`src/rtl/des_decrypt_core.sv`:
```
// Iterative DES core: one Feistel round per clock, 16 rounds per block, valid/ready on both sides.
// Optional macro DES_ENC_MODE_EN adds an encrypt input that selects forward key scheduling.

module des_sbox #(
  parameter logic [255:0] lut = '0
) (
  input  logic [6:1] in,
  output logic [4:1] out
);
  logic [7:0] pos;

  // Row comes from the outer bits, column from the inner four; entry 0 is the top nibble.
  assign pos = ~{in[6], in[1], in[5:2], 2'b00};
  assign out = lut[pos -: 4];
endmodule

module des_decrypt_core (
  input  logic        clk,
  input  logic        rst_n,
  input  logic        in_valid,
  output logic        in_ready,
`ifdef DES_ENC_MODE_EN
  input  logic        encrypt,
`endif
  input  logic [63:0] data_in,
  input  logic [63:0] key_in,
  output logic        out_valid,
  input  logic        out_ready,
  output logic [63:0] data_out
);

  localparam int ip_t [64] = '{58, 50, 42, 34, 26, 18, 10, 2, 60, 52, 44, 36, 28, 20, 12, 4,
                               62, 54, 46, 38, 30, 22, 14, 6, 64, 56, 48, 40, 32, 24, 16, 8,
                               57, 49, 41, 33, 25, 17,  9, 1, 59, 51, 43, 35, 27, 19, 11, 3,
                               61, 53, 45, 37, 29, 21, 13, 5, 63, 55, 47, 39, 31, 23, 15, 7};
  localparam int fp_t [64] = '{40, 8, 48, 16, 56, 24, 64, 32, 39, 7, 47, 15, 55, 23, 63, 31,
                               38, 6, 46, 14, 54, 22, 62, 30, 37, 5, 45, 13, 53, 21, 61, 29,
                               36, 4, 44, 12, 52, 20, 60, 28, 35, 3, 43, 11, 51, 19, 59, 27,
                               34, 2, 42, 10, 50, 18, 58, 26, 33, 1, 41,  9, 49, 17, 57, 25};
  localparam int e_t [48] = '{32,  1,  2,  3,  4,  5,  4,  5,  6,  7,  8,  9,
                               8,  9, 10, 11, 12, 13, 12, 13, 14, 15, 16, 17,
                              16, 17, 18, 19, 20, 21, 20, 21, 22, 23, 24, 25,
                              24, 25, 26, 27, 28, 29, 28, 29, 30, 31, 32,  1};
  localparam int p_t [32] = '{16,  7, 20, 21, 29, 12, 28, 17,  1, 15, 23, 26,  5, 18, 31, 10,
                               2,  8, 24, 14, 32, 27,  3,  9, 19, 13, 30,  6, 22, 11,  4, 25};
  localparam int pc1_t [56] = '{57, 49, 41, 33, 25, 17,  9,  1, 58, 50, 42, 34, 26, 18,
                                10,  2, 59, 51, 43, 35, 27, 19, 11,  3, 60, 52, 44, 36,
                                63, 55, 47, 39, 31, 23, 15,  7, 62, 54, 46, 38, 30, 22,
                                14,  6, 61, 53, 45, 37, 29, 21, 13,  5, 28, 20, 12,  4};
  localparam int pc2_t [48] = '{14, 17, 11, 24,  1,  5,  3, 28, 15,  6, 21, 10,
                                23, 19, 12,  4, 26,  8, 16,  7, 27, 20, 13,  2,
                                41, 52, 31, 37, 47, 55, 30, 40, 51, 45, 33, 48,
                                44, 49, 39, 56, 34, 53, 46, 42, 50, 36, 29, 32};
  localparam logic [255:0] sbox_lut [8] = '{
    256'hE4D12FB83A6C5907_0F74E2D1A6CB9538_41E8D62BFC973A50_FC8249175B3EA06D,
    256'hF18E6B34972DC05A_3D47F28EC01A69B5_0E7BA4D158C6932F_D8A13F42B67C05E9,
    256'hA09E63F51DC7B428_D709346A285ECBF1_D6498F30B12C5AE7_1AD069874FE3B52C,
    256'h7DE3069A1285BC4F_D8B56F03472C1AE9_A690CB7DF13E5284_3F06A1D8945BC72E,
    256'h2C417AB6853FD0E9_EB2C47D150FA3986_421BAD78F9C5630E_B8C71E2D6F09A453,
    256'hC1AF92680D34E75B_AF427C9561DE0B38_9EF528C3704A1DB6_432C95FABE17608D,
    256'h4B2EF08D3C975A61_D0B7491AE35C2F86_14BDC37EAF680592_6BD814A7950FE23C,
    256'hD2846FB1A93E50C7_1FD8A374C56B0E92_7B419CE206ADF358_21E74A8DFC90356B};

  // Table entries are DES bit numbers (1 = MSB); output bit 1 lands in the MSB.
  function automatic logic [63:0] perm_ip(input logic [63:0] x);
    perm_ip = '0;
    for (int i = 0; i < 64; i++) perm_ip[6'(63 - i)] = x[6'(64 - ip_t[i])];
  endfunction

  function automatic logic [63:0] perm_fp(input logic [63:0] x);
    perm_fp = '0;
    for (int i = 0; i < 64; i++) perm_fp[6'(63 - i)] = x[6'(64 - fp_t[i])];
  endfunction

  function automatic logic [47:0] perm_e(input logic [31:0] x);
    perm_e = '0;
    for (int i = 0; i < 48; i++) perm_e[6'(47 - i)] = x[5'(32 - e_t[i])];
  endfunction

  function automatic logic [31:0] perm_p(input logic [31:0] x);
    perm_p = '0;
    for (int i = 0; i < 32; i++) perm_p[5'(31 - i)] = x[5'(32 - p_t[i])];
  endfunction

  function automatic logic [55:0] perm_pc1(input logic [63:0] x);
    perm_pc1 = '0;
    for (int i = 0; i < 56; i++) perm_pc1[6'(55 - i)] = x[6'(64 - pc1_t[i])];
  endfunction

  function automatic logic [47:0] perm_pc2(input logic [55:0] x);
    perm_pc2 = '0;
    for (int i = 0; i < 48; i++) perm_pc2[6'(47 - i)] = x[6'(56 - pc2_t[i])];
  endfunction

  typedef enum logic [1:0] {S_IDLE, S_ROUND, S_DONE} state_t;

  state_t      state, state_nx;
  logic [3:0]  cnt;
  logic [31:0] l, r, r_nx, f_out, s_out;
  logic [27:0] c, d, c_rot, d_rot;
  logic [47:0] s_in;
  logic        one_step;
  logic        unused_parity;
`ifdef DES_ENC_MODE_EN
  logic        enc;
`endif

  assign unused_parity = ^{key_in[56], key_in[48], key_in[40], key_in[32],
                           key_in[24], key_in[16], key_in[8], key_in[0]};

  assign in_ready  = (state == S_IDLE);
  assign out_valid = (state == S_DONE);

  always_ff @(posedge clk or negedge rst_n) begin
    if (!rst_n) state <= S_IDLE;
    else        state <= state_nx;
  end

  // NOTE: every output of a combinational block gets a default first so no path infers a latch.
  always_comb begin
    state_nx = state;
    case (state)
      S_IDLE:  if (in_valid)       state_nx = S_ROUND;
      S_ROUND: if (cnt == 4'd15)   state_nx = S_DONE;
      S_DONE:  if (out_ready)      state_nx = S_IDLE;
      default:                     state_nx = S_IDLE;
    endcase
  end

  // Decryption walks the key schedule backwards, so C/D start at C16/D16 and rotate right.
  always_comb begin
    c_rot    = c;
    d_rot    = d;
    one_step = (cnt == 4'd1) || (cnt == 4'd8) || (cnt == 4'd15);
`ifdef DES_ENC_MODE_EN
    if (enc) begin
      if (one_step || cnt == 4'd0) begin
        c_rot = {c[26:0], c[27]};
        d_rot = {d[26:0], d[27]};
      end else begin
        c_rot = {c[25:0], c[27:26]};
        d_rot = {d[25:0], d[27:26]};
      end
    end else
`endif
    begin
      if (cnt == 4'd0) begin
        c_rot = c;
        d_rot = d;
      end else if (one_step) begin
        c_rot = {c[0], c[27:1]};
        d_rot = {d[0], d[27:1]};
      end else begin
        c_rot = {c[1:0], c[27:2]};
        d_rot = {d[1:0], d[27:2]};
      end
    end
  end

  assign s_in = perm_e(r) ^ perm_pc2({c_rot, d_rot});

  for (genvar k = 0; k < 8; k++) begin : g_sbox
    des_sbox #(.lut(sbox_lut[k])) u_sbox (
      .in  (s_in[47 - 6*k -: 6]),
      .out (s_out[31 - 4*k -: 4])
    );
  end

  assign f_out = perm_p(s_out);
  assign r_nx  = l ^ f_out;

  // NOTE: sequential state uses non-blocking assignments so every register sees pre-edge values.
  always_ff @(posedge clk or negedge rst_n) begin
    if (!rst_n) begin
      l        <= '0;
      r        <= '0;
      c        <= '0;
      d        <= '0;
      cnt      <= '0;
      data_out <= '0;
`ifdef DES_ENC_MODE_EN
      enc      <= 1'b0;
`endif
    end else begin
      case (state)
        S_IDLE: if (in_valid) begin
          {l, r} <= perm_ip(data_in);
          {c, d} <= perm_pc1(key_in);
          cnt    <= '0;
`ifdef DES_ENC_MODE_EN
          enc    <= encrypt;
`endif
        end
        S_ROUND: begin
          l   <= r;
          r   <= r_nx;
          c   <= c_rot;
          d   <= d_rot;
          cnt <= cnt + 4'd1;
          // Final swap: preoutput is R16||L16, with L16 being the current R.
          if (cnt == 4'd15) data_out <= perm_fp({r_nx, r});
        end
        default: ;
      endcase
    end
  end

endmodule

```
`config.mk`:
```
export PLATFORM = sky130hd
export DESIGN_NAME = des_decrypt_core
export DESIGN_NICKNAME = d
export VERILOG_FILES = /design/src/rtl/des_decrypt_core.sv
export SDC_FILE = /design/constraint.sdc
export NUM_CORES = 1
export LEC_CHECK = 0
export BUFFER_PORTS_ARGS = -buffer_cell sky130_fd_sc_hd__buf_4
export CORE_AREA = 2 2 119 121
export DETAILED_ROUTE_END_ITERATION = 7
export DIE_AREA = 0 0 121 123
export GPL_ROUTABILITY_DRIVEN = 0
export GPL_TIMING_DRIVEN = 0
export HOLD_SLACK_MARGIN = 0.12
export PLACE_DENSITY = 0.86
export SYNTH_ARGS = -nofsm -noshare
export SYNTH_HDL_FRONTEND = slang
export SYNTH_HIERARCHICAL = 1
export SYNTH_SLANG_ARGS = --single-unit
```
`constraint.sdc`:
```
create_clock -name clk -period 7.2 [get_ports clk]
set_clock_uncertainty 0.1 [all_clocks]
set_input_delay 0.36 -clock clk [delete_from_list [all_inputs] [get_ports clk]]
set_output_delay 0.36 -clock clk [all_outputs]
set_load 0.05 [all_outputs]
```
**Word level (Yosys, flattened, before mapping)**

Index checks and enable logic that the tools add are counted.

- Flip-flop bits (word level): 114
- Input bits: 132
- Output and inout port bits: 66
- Word-level logic and storage cells: 50

- Add/sub/neg operators: 1
- Equality and inequality tests: 9
- Shift-type cells: 4
- Mux-type cells: 14
- Bitwise logic cells: 6
- Reductions and logical operators: 9

Operator list:

| cell | count |
|---|---|
| 259-bit by 9-bit indexed part select with 3-bit output, first input constant | 2 |
| 259-bit by 9-bit indexed part select with 2-bit output, first input constant | 1 |
| 259-bit by 9-bit indexed part select with 4-bit output, first input constant | 1 |
| 32-bit case mux with 2 select lines | 2 |
| 28-bit two-way mux | 3 |
| 32-bit two-way mux | 2 |
| 28-bit case mux with 2 select lines | 1 |
| 8-bit NOT | 4 |
| 32-bit by 16-bit bitwise XOR with 32-bit output | 1 |
| 24-bit bitwise XOR | 1 |
| 4-bit equality test, second input constant | 2 |
| 4-bit case mux with 2 select lines | 1 |
| 2-bit two-way mux | 3 |
| 2-bit inequality test, second input constant | 3 |
| 2-bit case mux with 3 select lines | 1 |
| 3-bit AND reduction | 2 |
| 4-bit by 1-bit adder with 4-bit output, second input constant | 1 |
| 4-bit by 1-bit equality test with 1-bit output, second input constant | 1 |
| 4-bit logical NOT | 1 |
| 4-bit two-way mux | 1 |
| 2-bit AND reduction | 2 |
| 2-bit by 1-bit equality test with 1-bit output, second input constant | 1 |
| 2-bit equality test, second input constant | 1 |
| 2-bit logical NOT | 1 |
| other kinds (3) | 4 |

**Longest topological paths before layout**

Gate-level depths: netlist of the first run.

- Depth in word-level cells: 10
- Gate-level depth with buffers: 18
- Depth with buffers taken out: 14

**Hierarchy**

Netlist of the first run, hierarchy kept.

By module, submodules not included:

| module | instances | cells an instance | area each (um^2) | sequential area each (um^2) |
|---|---|---|---|---|
| des_decrypt_core | 1 | 518 | 5088.6 | 2127.0 |
| des_sbox (g_sbox[5].u_sbox) | 1 | 107 | 750.7 | 0.0 |
| des_sbox (g_sbox[4].u_sbox) | 1 | 84 | 693.2 | 0.0 |
| des_sbox (g_sbox[7].u_sbox) | 1 | 94 | 668.1 | 0.0 |
| des_sbox (g_sbox[6].u_sbox) | 1 | 83 | 609.3 | 0.0 |

**Least setup slack after synthesis of the first run**

Ideal clock, no wire load.

- Kind: register -> register
- From: register cnt[1]
- To: register r[0]
- Library setup time: 0.134 ns
- Arrival time: 3.898 ns
- Data required time: 6.966 ns
- Path slack: 3.068 ns
- Stages on the path, launching flop included: 17
- Path buffers: 2
- Period minus slack after synthesis: 4.132 ns
- Path through: dfrtp_1 inv_1 ha_1 clkbuf_1 or3b_2 a21oi_1 o31ai_1 xor2_1 inv_1 ha_1 buf_4 nand2b_1 nor2b_1 a221o_1 a311oi_1 xnor2_1 o21ai_0

- Cells in the longest elaborated chain, start to end: 10
- Elaborated cells between the ends (all ways): 13
- Classes of those cells: eq/ne: 3; shift: 1; mux: 3; bitwise: 3; reduce/logical: 3

Ends and longest elaborated chain:

| item | line | source |
|---|---|---|
| start, declared | 98 | `logic [3:0] cnt;` |
| start signal, assigned | 199 | `cnt <= cnt + 4'd1;` |
| 4-bit by 1-bit equality test with 1-bit output or 4-bit equality test (tied branches) | 134 | `one_step = (cnt == 4'd1) \|\| (cnt == 4'd8) \|\| (cnt == 4'd15);` |
| 1-bit logical OR (2 in series) | 134 |  |
| 28-bit two-way mux | 150 | `end else if (one_step) begin` |
| 28-bit two-way mux * | 147 | `if (cnt == 4'd0) begin` |
| 24-bit bitwise XOR * | 160 | `assign s_in = perm_e(r) ^ perm_pc2({c_rot, d_rot});` |
| named net s_in[7] | 101 | `logic [47:0] s_in;` |
| 8-bit NOT * | 13 | `assign pos = ~{in[6], in[1], in[5:2], 2'b00};` |
| 259-bit by 9-bit indexed part select with 4-bit output * | 14 | `assign out = lut[pos -: 4];` |
| named net f_out[0] | 99 | `logic [31:0] l, r, r_nx, f_out, s_out;` |
| 32-bit by 16-bit bitwise XOR with 32-bit output * | 170 | `assign r_nx = l ^ f_out;` |
| 32-bit case mux with 2 select lines * | 185 | `case (state)` |
| end signal, assigned | 187 | `{l, r} <= perm_ip(data_in);` |
| end signal, assigned | 196 | `r <= r_nx;` |
| end, declared | 99 |  |

Mark *: on every way through the listed nets, which the timed path passes. The rest lies on a longest branch. The select of a mux whose other input is x is not followed.
A chain may end at the register's enable or synchronous reset.

**Final worst setup path of the first run**

- From: register cnt[0]
- To: register r[5]

- Cells in the longest elaborated chain, start to end: 10
- Elaborated cells between the ends (all ways): 13
- Classes of those cells: eq/ne: 3; shift: 1; mux: 3; bitwise: 3; reduce/logical: 3

Ends and longest elaborated chain:

| item | line |
|---|---|
| 4-bit by 1-bit equality test with 1-bit output or 4-bit equality test (tied branches) | 134 |
| 1-bit logical OR (2 in series) | 134 |
| 28-bit two-way mux | 150 |
| 28-bit two-way mux * | 147 |
| 24-bit bitwise XOR * | 160 |
| named net s_in[1] | 101 |
| 8-bit NOT * | 13 |
| 259-bit by 9-bit indexed part select with 3-bit output * | 14 |
| named net f_out[5] | 99 |
| 32-bit by 16-bit bitwise XOR with 32-bit output * | 170 |
| 32-bit case mux with 2 select lines * | 185 |

Marked as above.

==> impl_metrics.csv, run 1 <==
group,metric,value,unit
floorplan,initial_core_util,0.487,
placement,port_buffers,49,
global_routing,antenna_found_initial,0,
clock_network,postCtsSetupBuffers,0,
floorplan,die_y,123,um
clock_network,cts_made_buffers,9,
sta,setup-tns-final,0,ps
sta,max_freq,207,MHz
drt,wl_per_cell,17.1,um
critical_path,end_kind,"flip-flop",
floorplan,die_x,121,um
final_layout,fin_nets,1002,
final_layout,nFillCells,1144,
sta,worst_pin_slew,1060,ps
placement,dpl.hpwl,12.6,mm
min_path,min-delay-path-class,"input pin to asynchronous set/reset pin",
sta,hold_viol,0,
sta,setup_viol,0,
drt,postRouteAntennaNets,0,
critical_path,r2r_cells,16,
clock_network,cts.clk_slew.worst_paths,70,ps
drt,drc_errors,0,
sta,relSlewSlack,0.293,
synth,synthCells,733,
synth,postSynthAreaPerCell,9.04,um2
critical_path,critPathArrivalTime,4980,ps
clock_network,ctsHoldBuffers,0,
sta,rsz0062_at_grt,"false",
sta,drv_slew,0,
drt,vias,5880,
sta,fin_crit_sh,0.672,
final_layout,fin_util,0.569,
final_layout,final_common_cell,"buf_4",
outcome,status,"finished clean",
clock_network,cts-root-buf,"clkbuf_16",
critical_path,worst-path-max-fanout,10,
drt,routed_via_density,5.72,
final_layout,area_delta_synth_final,17.0,%
clock_network,insertion_delay,350,ps
critical_path,r2r_slack,2360,ps
floorplan,rows,43,
global_routing,grt_pass1_wl,28.2,mm
critical_path,critPathLaunchType,"flip-flop",
clock_network,clockBufferDepth,2,
global_routing,track_usage,0.238,
final_layout,final_cells,1028,
drt,drtPass1Iterations,5,
clock_network,cts_tree,"done",
final_layout,final_cell_mix,"buf_4 (101), dfrtp_1 (85), conb_1 (51)",
synth,ys_warn_count,6,
global_routing,grt_max_degree,86,
clock_network,htreeDepth,3,
global_routing,grt_pass1_vias,5578,
job,cap_violations,0,
floorplan,die_area,14900,um2
final_layout,antenna_cells,0,
critical_path,r2r_end,"r[5]",
clock_network,ctsResizeCount,0,
drt,drt_iter0_drc,599,
critical_path,required,7340,ps
sta,period_needed,4840,ps
placement,dp.cells,1012,
critical_path,r2r-start,"cnt[0]",
floorplan,core_area,13600,um2
critical_path,worstSetupPathType,"flip-flop to flip-flop",
final_layout,final_layout_size_suffix_gt1_frac,0.258,
floorplan,io-pin-count,198,
clock_network,clock-sinks,85,
global_routing,grt-ovfl-total,0,
synth,syn-cell-area,6620,um2
drt,wl,17.6,mm
-- critical path: stages (launching register included) --
cell      delay [ps]
dfrtp_1          430
inv_1             70
ha_1             290
mux2_4           310
a22o_1           230
buf_2            200
o22ai_1          420
xor2_1           530
inv_1            230
ha_1             330
buf_2            150
nor3_1           140
a311oi_1          90
mux2_2           280
a211oi_1         390
xnor2_1          210
a221oi_1         310
-- state kept, by name (all words and copies together), names as in the netlist --
register / count
l: 15
data_out: 16
cnt: 4
state: 2
d: 28
r: 20
-- how the worst max path moves through the flow --
stage,startpoint,to,slack [ps],cells past startpoint
global placement,cnt[0],r[5],2530,16
floorplan,cnt[1],r[0],3210,16
detailed placement,cnt[0],r[5],2480,16
global route,cnt[0],r[5],2040,16
CTS,cnt[0],r[5],2440,16
finish,cnt[0],r[5],2360,16
-- stage by stage --
stage          hold slack [ps]  setup WS, ps  cell area [um2]
3_3_place_gp               385          2530             7400
6_report                   112          2360             7750
4_1_cts                    129          2440             7750
3_5_place_dp               384          2480             7400
2_1_floorplan            -35.6          3210             6810
5_1_grt                    137          2040             7750
-- final cells by class --
class / instances / area, um2 / share of cell area
Clock inverter: 6 / 118 / 0.0152
Timing Repair Buffer: 49 / 368 / 0.0475
Tap cell: 180 / 225 / 0.0291
Buffer: 125 / 798 / 0.103
Inverter: 27 / 101 / 0.0131
Multi-Input combinational cell: 546 / 3780 / 0.488
Sequential cell: 85 / 2130 / 0.274
Clock buffer: 10 / 229 / 0.0295
-- layer usage --
metal | wire (um) | vias up | GRT usage
li1 | - | 2734 | -
met1 | 7170 | 2784 | 0.309
met2 | 8130 | 302 | 0.386
met3 | 1560 | 60 | 0.0512
met4 | 719 | 0 | 0.0996
met5 | 0 | - | 0
Power of run 1 is left out: the tool's default activity adds up to more than one toggle a clock period on the data nets, which glitch-free logic cannot reach.
==> run 2: changes to the inputs <==
--- a/config.mk
+++ b/config.mk
@@ -5,14 +5,15 @@
 export SDC_FILE = /design/constraint.sdc
 export NUM_CORES = 1
 export LEC_CHECK = 0
+export ABC_AREA = 1
 export BUFFER_PORTS_ARGS = -buffer_cell sky130_fd_sc_hd__buf_4
-export CORE_AREA = 2 2 119 121
+export CORE_AREA = 2 2 126 128
 export DETAILED_ROUTE_END_ITERATION = 7
-export DIE_AREA = 0 0 121 123
+export DIE_AREA = 0 0 128 130
 export GPL_ROUTABILITY_DRIVEN = 0
 export GPL_TIMING_DRIVEN = 0
 export HOLD_SLACK_MARGIN = 0.12
-export PLACE_DENSITY = 0.86
+export PLACE_DENSITY = 0.77
 export SYNTH_ARGS = -nofsm -noshare
 export SYNTH_HDL_FRONTEND = slang
 export SYNTH_HIERARCHICAL = 1
==> constraint.sdc (replaced) <==
create_clock -name clk -period 4.2 [get_ports clk]
set_clock_uncertainty 0.1 [all_clocks]
set_input_delay 0.21 -clock clk [delete_from_list [all_inputs] [get_ports clk]]
set_output_delay 0.21 -clock clk [all_outputs]
set_load 0.05 [all_outputs]
==> run 2 against run 1 <==
  * Sequential share of layout area shrank 0.22 points
  * Fmax grew 26%
  * Utilization shrank 6.3 points
  * Non-clock buffer count shrank 1
  * Die area grew 12%
  * Via count grew 8.5%
  * Critical path type unchanged
==> impl_metrics.csv, run 2 <==
group,metric,value,unit
clock_network,cts-root-buf,"clkbuf_16",
floorplan,rows,46,
clock_network,clock-sinks,85,
global_routing,grt_max_degree,86,
global_routing,antenna_found_initial,0,
global_routing,grt-ovfl-total,0,
clock_network,cts_tree,"done",
min_path,min-delay-start,"key_in[3]",
final_layout,final_layout_size_suffix_gt1_frac,0.182,
sta,worst_pin_slew,1100,ps
drt,wl_met1,7.44,mm
job,cap_violations,0,
sta,hold_viol,0,
critical_path,worst-path-max-fanout,10,
min_path,min_to,"d[11]",
critical_path,end_kind,"flip-flop",
critical_path,r2r_slack,370,ps
final_layout,largest_reg_flops,28,
critical_path,r2r_end,"r[13]",
floorplan,core_area,15400,um2
critical_path,critPathLaunchType,"flip-flop",
critical_path,cp_cell_sequence,"inv_1 -> ha_1 -> nand2_1 -> inv_2 -> buf_2 -> nor2_1 -> a21boi_0 -> inv_1 -> ha_1 -> inv_1 -> nand2_1 -> nand3_1 -> nand3_1 -> nand2_1 -> nand2_1 -> xor2_1 -> nor2_1 -> o22ai_1",
critical_path,cp_common_cell,"nand2_1",
final_layout,area_delta_synth_final,21.4,%
critical_path,cpPeakStageDelay,590,ps
placement,dpl.hpwl,12.9,mm
clock_network,insertion_delay,340,ps
final_layout,nFillCells,1507,
sta,rsz0062_at_grt,"false",
sta,setup-tns-final,0,ps
synth,ys_warn_count,6,
drt,vias,6378,
sta,relSlewSlack,0.264,
drt,wl_per_cell,14.2,um
sta,max_freq,261,MHz
clock_network,clockBufferDepth,2,
final_layout,final_cell_mix,"nand2_1 (304), nand3_1 (102), buf_4 (102)",
global_routing,grt_pass1_vias,6038,
critical_path,r2r_cells,18,
drt,wl,17.9,mm
floorplan,die_area,16600,um2
critical_path,r2r-start,"cnt[0]",
sta,setup_viol,0,
final_layout,top_register,"d",
drt,postRouteAntennaNets,0,
clock_network,postCtsSetupBuffers,0,
critical_path,cpLargestDelayFamily,"buffers and inverters",
global_routing,grt_pass1_wl,29.0,mm
sta,period_needed,3830,ps
final_layout,antenna_cells,0,
sta,fin_crit_sh,0.913,
final_layout,fin_nets,1223,
drt,drtPass1Iterations,6,
critical_path,critPathArrivalTime,3940,ps
floorplan,initial_core_util,0.417,
clock_network,cts_made_buffers,9,
critical_path,worstSetupPathType,"flip-flop to flip-flop",
clock_network,ctsHoldBuffers,27,
final_layout,reg_top3,"d (28), r (20), data_out (16)",
clock_network,ctsResizeCount,0,
synth,syn-cell-area,6440,um2
critical_path,required,4300,ps
synth,synthCells,927,
critical_path,crit_buf_inv,5,
floorplan,die_x,128,um
drt,routed_via_density,5.07,
floorplan,die_y,130,um
drt,top_layer_used,"met4",
drt,wl_met2,8.53,mm
floorplan,io-pin-count,198,
clock_network,htreeDepth,3,
min_path,min-delay-path-class,"input pin to flip-flop",
critical_path,crit_slowest_cell,"a21boi_0",
drt,drt_iter0_drc,725,
final_layout,final_common_cell,"nand2_1",
placement,port_buffers,49,
sta,drv_slew,0,
drt,routed-wl-met3,1.20,mm
drt,drc_errors,0,
clock_network,cts.clk_slew.worst_paths,70,ps
global_routing,track_usage,0.219,
min_path,holdPathStages,5,
outcome,status,"finished clean",
synth,postSynthAreaPerCell,6.94,um2
run 2: cell count changes in the layout (fill, tap and decap cells not counted), sizes merged, moves of 21 or more:
cell,delta
nand3,+102
nand2,+281
dlygate4sd3,+27
buf,-22
nor2b,-21
inv,+63
a22o,-27
o211ai,+21
nand2b,-22
run 2: how the worst max path moves through the flow:
stage,startpoint,to,cells past startpoint,slack (ps)
final,cnt[0],r[13],18,370
after global routing,cnt[1],r[13],18,170
after CTS,cnt[0],r[13],18,490
after detailed placement,cnt[0],r[13],18,500
after global placement,cnt[0],r[13],18,600
after floorplan,cnt[0],r[13],19,1220
run 2: tightest hold or removal path: cells and delay by family:
kind | cells | cell delay [ps]
simple gates | 2 | 100
compound gates | 1 | 70
buf+inv | 2 | 160
run 2: stage by stage:
step           setup WS [ps]  instance area (um2)  instances  hold WS, ps   util
6_report                 366                 7810       1259          137  0.506
5_1_grt                  169                 7810       1259          149  0.506
4_1_cts                  488                 7810       1259          131  0.506
3_5_place_dp             504                 7230       1218          300  0.469
3_3_place_gp             600                 7230       1218          294  0.469
2_1_floorplan           1220                 6620        977         -186      -
run 2: area by class of cell:
class                      instances  area, um2  share of cell area
clock inverter                     5       85.1              0.0109
buffer                            97        676              0.0865
multi-input combinational        703       3460               0.443
clock buffer                       9        225              0.0288
timing repair buffer              76        638              0.0817
tap                              192        240              0.0307
inverter                          92        363              0.0464
sequential                        85       2130               0.272
run 2: per-layer routing:
layer / vias up / track usage
met5: - / 0
met4: 0 / 0.112
met3: 47 / 0.0410
met2: 272 / 0.366
met1: 2919 / 0.273
li1: 3140 / -
Power of run 2 is left out for the same reason.
